**src/rtl/vram_writer_pkg.sv**
```systemverilog
// Shared definitions for the VRAM write port: default memory widths (also
// used by the VGA top) and the drain FSM state encoding.
package vram_writer_pkg;

   localparam int SYS_DATA_WIDTH_DEF = 16;
   localparam int SYS_ADDR_WIDTH_DEF = 16;
   localparam int LOG2_DEPTH_DEF     = 3;

   typedef enum logic [1:0] {
      IDLE    = 2'd0,
      WAIT_VS = 2'd1,
      DRAIN   = 2'd2
   } wr_state_t;

endpackage

```
**src/rtl/vram_wr_fifo.sv**
```systemverilog
// Small synchronous FIFO holding pending {addr,data} write entries.
// Pointers carry an extra wrap bit so full and empty are distinguishable.
module vram_wr_fifo #(
   parameter int WIDTH      = 32,
   parameter int LOG2_DEPTH = 3
) (
   input  logic             clk,
   input  logic             reset,
   input  logic             push,
   input  logic [WIDTH-1:0] wr_data,
   input  logic             pop,
   output logic [WIDTH-1:0] rd_data,
   output logic             full,
   output logic             empty
);

   localparam int DEPTH = 1 << LOG2_DEPTH;

   logic [WIDTH-1:0]    mem [DEPTH];
   logic [LOG2_DEPTH:0] wr_ptr;
   logic [LOG2_DEPTH:0] rd_ptr;
   logic                push_ok;
   logic                pop_ok;

   assign full    = (wr_ptr[LOG2_DEPTH] != rd_ptr[LOG2_DEPTH]) &&
                    (wr_ptr[LOG2_DEPTH-1:0] == rd_ptr[LOG2_DEPTH-1:0]);
   assign empty   = (wr_ptr == rd_ptr);
   assign push_ok = push && !full;
   assign pop_ok  = pop && !empty;
   assign rd_data = mem[rd_ptr[LOG2_DEPTH-1:0]];

   // Pointer update; reset discards every queued entry.
   always_ff @(posedge clk) begin
      if (!reset) begin
         wr_ptr <= '0;
         rd_ptr <= '0;
      end else begin
         if (push_ok) wr_ptr <= wr_ptr + {{LOG2_DEPTH{1'b0}}, 1'b1};
         if (pop_ok)  rd_ptr <= rd_ptr + {{LOG2_DEPTH{1'b0}}, 1'b1};
      end
   end

   // Entry storage; contents are only meaningful between the pointers.
   always_ff @(posedge clk) begin
      if (reset && push_ok) mem[wr_ptr[LOG2_DEPTH-1:0]] <= wr_data;
   end

endmodule

```
**src/rtl/vram_writer.sv**
```systemverilog
// Write-side port of the shared tile/glyph memory. CPU writes are queued and
// only drained to memory while vertical sync is active, so the display never
// scans out a partially updated frame.
//
// state   | meaning
// --------+-------------------------------------------------------------
// IDLE    | queue empty, nothing to do
// WAIT_VS | entries queued, waiting for the sync window to open
// DRAIN   | window open, popping one entry per cycle
module vram_writer
   import vram_writer_pkg::*;
#(
   parameter int SYS_DATA_WIDTH = SYS_DATA_WIDTH_DEF,
   parameter int SYS_ADDR_WIDTH = SYS_ADDR_WIDTH_DEF,
   parameter int LOG2_DEPTH     = LOG2_DEPTH_DEF
) (
   input  logic                      clk,
   input  logic                      reset,
   input  logic                      req_valid,
   output logic                      req_ready,
   input  logic [SYS_ADDR_WIDTH-1:0] req_addr,
   input  logic [SYS_DATA_WIDTH-1:0] req_data,
   input  logic                      vga_vs,
   output logic                      mem_we,
   output logic [SYS_ADDR_WIDTH-1:0] mem_addr,
   output logic [SYS_DATA_WIDTH-1:0] mem_data,
   output logic                      pending,
   output logic                      frame_commit
);

   localparam int ENTRY_W = SYS_ADDR_WIDTH + SYS_DATA_WIDTH;

   wr_state_t          state_q;
   wr_state_t          state_d;
   logic               vs_q;
   logic               window_open;
   logic               pop;
   logic               commit;
   logic               fifo_full;
   logic               fifo_empty;
   logic [ENTRY_W-1:0] fifo_rd;

   // req_ready depends only on registered pointers, never on req_valid.
   assign req_ready    = !fifo_full;
   assign window_open  = !vs_q;
   assign pending      = !fifo_empty;
   assign frame_commit = commit;

   vram_wr_fifo #(
      .WIDTH      (ENTRY_W),
      .LOG2_DEPTH (LOG2_DEPTH)
   ) u_fifo (
      .clk     (clk),
      .reset   (reset),
      .push    (req_valid),
      .wr_data ({req_addr, req_data}),
      .pop     (pop),
      .rd_data (fifo_rd),
      .full    (fifo_full),
      .empty   (fifo_empty)
   );

   // Register vsync once; reset to the inactive (window closed) level.
   always_ff @(posedge clk) begin
      if (!reset) vs_q <= 1'b1;
      else        vs_q <= vga_vs;
   end

   // FSM state register.
   always_ff @(posedge clk) begin
      if (!reset) state_q <= IDLE;
      else        state_q <= state_d;
   end

   // Next state and pop decision. Popping from WAIT_VS lets the first pop land
   // on the first edge that sees the window open.
   always_comb begin
      state_d = state_q;
      pop     = 1'b0;
      commit  = 1'b0;
      case (state_q)
         IDLE: begin
            if (!fifo_empty) state_d = window_open ? DRAIN : WAIT_VS;
         end
         WAIT_VS: begin
            if (window_open) begin
               state_d = DRAIN;
               pop     = !fifo_empty;
            end
         end
         DRAIN: begin
            if (fifo_empty) begin
               state_d = IDLE;
               commit  = 1'b1;
            end else if (!window_open) begin
               state_d = WAIT_VS;
            end else begin
               pop = 1'b1;
            end
         end
         default: state_d = IDLE;
      endcase
   end

   // Memory write port; address and data hold their last value when idle.
   always_ff @(posedge clk) begin
      if (!reset) begin
         mem_we   <= 1'b0;
         mem_addr <= '0;
         mem_data <= '0;
      end else begin
         mem_we <= pop;
         if (pop) {mem_addr, mem_data} <= fifo_rd;
      end
   end

endmodule

```
**config.mk**
```make
export PLATFORM = sky130hd
export DESIGN_NAME = vram_writer
export DESIGN_NICKNAME = d
export VERILOG_FILES = /design/src/rtl/vram_writer_pkg.sv /design/src/rtl/vram_wr_fifo.sv /design/src/rtl/vram_writer.sv
export SDC_FILE = /design/constraint.sdc
export NUM_CORES = 1
export LEC_CHECK = 0
export BUFFER_PORTS_ARGS = -buffer_cell sky130_fd_sc_hd__buf_2
export CORE_AREA = 2 2 148 150
export CTS_CLUSTER_DIAMETER = 30
export DETAILED_ROUTE_END_ITERATION = 7
export DIE_AREA = 0 0 150 152
export MAX_ROUTING_LAYER = met4
export PLACE_DENSITY = 0.81
export SLEW_MARGIN = 5
export SYNTH_ARGS = -nofsm -noshare
export SYNTH_HDL_FRONTEND = slang
export SYNTH_SLANG_ARGS = --single-unit
```
**constraint.sdc**
```tcl
create_clock -name clk -period 5.7 [get_ports clk]
set_input_delay 0.285 -clock clk [delete_from_list [all_inputs] [get_ports clk]]
set_output_delay 0.285 -clock clk [all_outputs]
set_load 0.01 [all_outputs]
```
==> reports/results.ini <==
[clock_network]
post_cts_buffers=0
cts_sinks=300
ctsHoldBuffers=2
clkTransAtPathRegs_ps=60
cts_tree=built
clockRootBuffer=clkbuf_16
ctsResizeCount=0
cts_buffers=44
insertion_delay_ps=530
cts-htree-levels=2
cts_max_path_buffers=3

[power_and_ir_drop]
power.density_nw_per_um2=393
combPwrFrac=0.052
seq_power_share=0.458
p_int_mw=4.16
p_sw_mw=1.20
ir_drop_v=0.000184
p_leak_nw=4.35
sw_frac_of_total=0.223
clkPwrFrac=0.490

[global_route]
grt_util_all_layers=0.224
grt_pass1_vias=6521
grt_start_max_net_pins=70
grt_first_pass_wirelength_mm=37.2
grt_overflow=0
antenna_found_initial=2

[timing]
worst_pin_slew_ps=1230
fin_ws_ps=2220
setup_viol=0
fin_setup_tns_ps=0
fin_skew_ps=25.6
relSlewSlack=0.177
rsz0062_at_grt=false
final_max_slew_viol_count=0
finalHoldViolations=0
fmax_mhz=287
period_share=0.611
fin_crit_ps=3480

[synth]
synth_common_cells=edfxtp_1 (256), mux4_2 (64), dfxtp_1 (44)
synth_seq_cells=300
synth_fp_nets=623
synth.most_common_cell=edfxtp_1
synthCells=581
synth_top_cell_by_area=edfxtp_1
synth_top_family_by_area=multiplexers
synth_compound_area_frac=0.0524
synth_xor_area_frac=0.00751
synthFlopType=edfxtp_1
yosys.cell_types.count=40
synthTopCellsByArea=edfxtp_1 (67%), mux4_2 (13%), dfxtp_1 (7.7%), mux2i_1 (2.9%), a211oi_1 (2.3%)
ys_warn_count=0
avgSynthCellArea_um2=19.8
synth_edf_count=256
synth-simple-area-share=0.0162
yosys.area.top_type_share=0.669
seq_area_frac_synth=0.746
async_reset_ff_frac=0
synth_fa_ha_area_frac=0.00653
synthMuxAreaShare=0.154
syn_area_um2=11500

[flow_run]
cap_viol_max_count=0

[detailed_routing]
drt-initial-drc-count=470
routed_wirelength_mm=24.1
first_pass_iters=5
wire_per_inst_um=24.4
detail-route-antenna-nets=0
routed_via_density=6.06
drc_errors=0
vias=5991

[floorplan]
ioPinCount=72
initial_core_util=0.538
dieHeight_um=152
core_um2=21400
die-area_um2=22800
row_count=54
die_w_um=150

[setup_path]
worstSetupStartpoint=u_fifo.rd_ptr[1]
r2r_start=u_fifo.rd_ptr[1]
path_class=reg -> reg
cp_data_required_time_ps=5820
cp.arrival_ps=3610
rr_worst_depth=5
reg2reg_slack_ps=2220
worstSetupEndpointType=flop
cp_max_fo=69
cp-start-kind=flop
r2r_end=u_fifo.mem[7][30]

[cells_and_area]
layout-drive-gt1-share=0.327
final_core_util=0.639
area_growth_pct=18.7
num-nets-final=714
seqCellArea_um2=8570
multiInputGateArea_um2=2790
filler_cell_count=1378

[min_path]
hold_end=u_fifo.mem[3][3]
hp-start=req_data[3]
worstHoldPathCells=1
hold_path_class=in -> reg

[placement]
dp_slack_ps=2250
hpwl_mm=12.5
globalplace.congestion=0.768
io_buffer_count=71

[status]
status=finished, final reports clean

==> worst max path at each step <==
stage                        end  cells after the start
3_5_place_dp   u_fifo.mem[7][25]                      5
4_1_cts        u_fifo.mem[7][30]                      5
6_report       u_fifo.mem[7][30]                      5
5_1_grt        u_fifo.mem[5][30]                      5
3_3_place_gp   u_fifo.mem[5][26]                      5
2_1_floorplan   u_fifo.mem[0][0]                      5
==> cell type report <==
type / instances / area share
sequential: 300 / 0.629
multi-input combinational: 239 / 0.204
clock buffer: 54 / 0.0865
timing repair buffer: 81 / 0.0319
tap: 280 / 0.0257
clock inverter: 27 / 0.0209
inverter: 6 / 0.00165
antenna: 2 / 0.000367
==> placed cells by master (no fill, tap or decap), types with 7 or more instances in the layout <==
| master | count |
|---|---|
| edfxtp_1 | 256 |
| clkbuf_16 | 45 |
| mux2i_1 | 33 |
| clkbuf_1 | 7 |
| a21oi_1 | 39 |
| mux4_2 | 64 |
| a211oi_1 | 35 |
| buf_2 | 71 |
| buf_4 | 8 |
| dfxtp_1 | 41 |
==> worst max-delay path, stage by stage (launching register included) <==
cell and delay (ps):
dfxtp_2 310, buf_4 730, xor2_1 380, o41a_1 290, nand3_1 340, nor2_4 1030
==> power by group through the flow <==
stage / Sequential, mW / Combinational (mW) / Clock, mW
global placement: 2.49 / 0.251 / 0
floorplan: 2.49 / 0.172 / 0
CTS: 2.45 / 0.276 / 2.66
detailed placement: 2.50 / 0.269 / 0
finish: 2.45 / 0.276 / 2.63
global route: 2.46 / 0.299 / 2.75
==> registers in the layout, summed over array words and instances (netlist names) <==
name and flops:
mem_we 1, mem_data 16, mem_addr 16, u_fifo.mem 256
u_fifo.wr_ptr 4, u_fifo.rd_ptr 4, state_q 2, vs_q 1
==> routing by layer <==
layer | global-route usage | part of all wire
met4 | 0.0943 | 0.034
met5 | - | 0
met1 | 0.265 | 0.38
met3 | 0.0438 | 0.053
met2 | 0.374 | 0.53
==> metrics by stage <==
step	total power, mW	std cells	hold WS (ps)	instance area (um^2)
2_1_floorplan	2.66	581	358	11500
3_3_place_gp	2.74	904	476	12200
3_5_place_dp	2.77	904	483	12200
4_1_cts	5.39	987	2.17	13600
5_1_grt	5.51	989	11.8	13600
6_report	5.36	989	30.2	13600
==> logic make-up after synthesis <==
kind of cell,count (synthesis)
buffers and inverters,42
AO/OA/AOI/OAI,91
flip-flops,300
XOR/XNOR,9
AND/OR/NAND/NOR,36
adder cells (fa/ha/maj),6
multiplexers,97
Power figures use the tool's default switching activity.
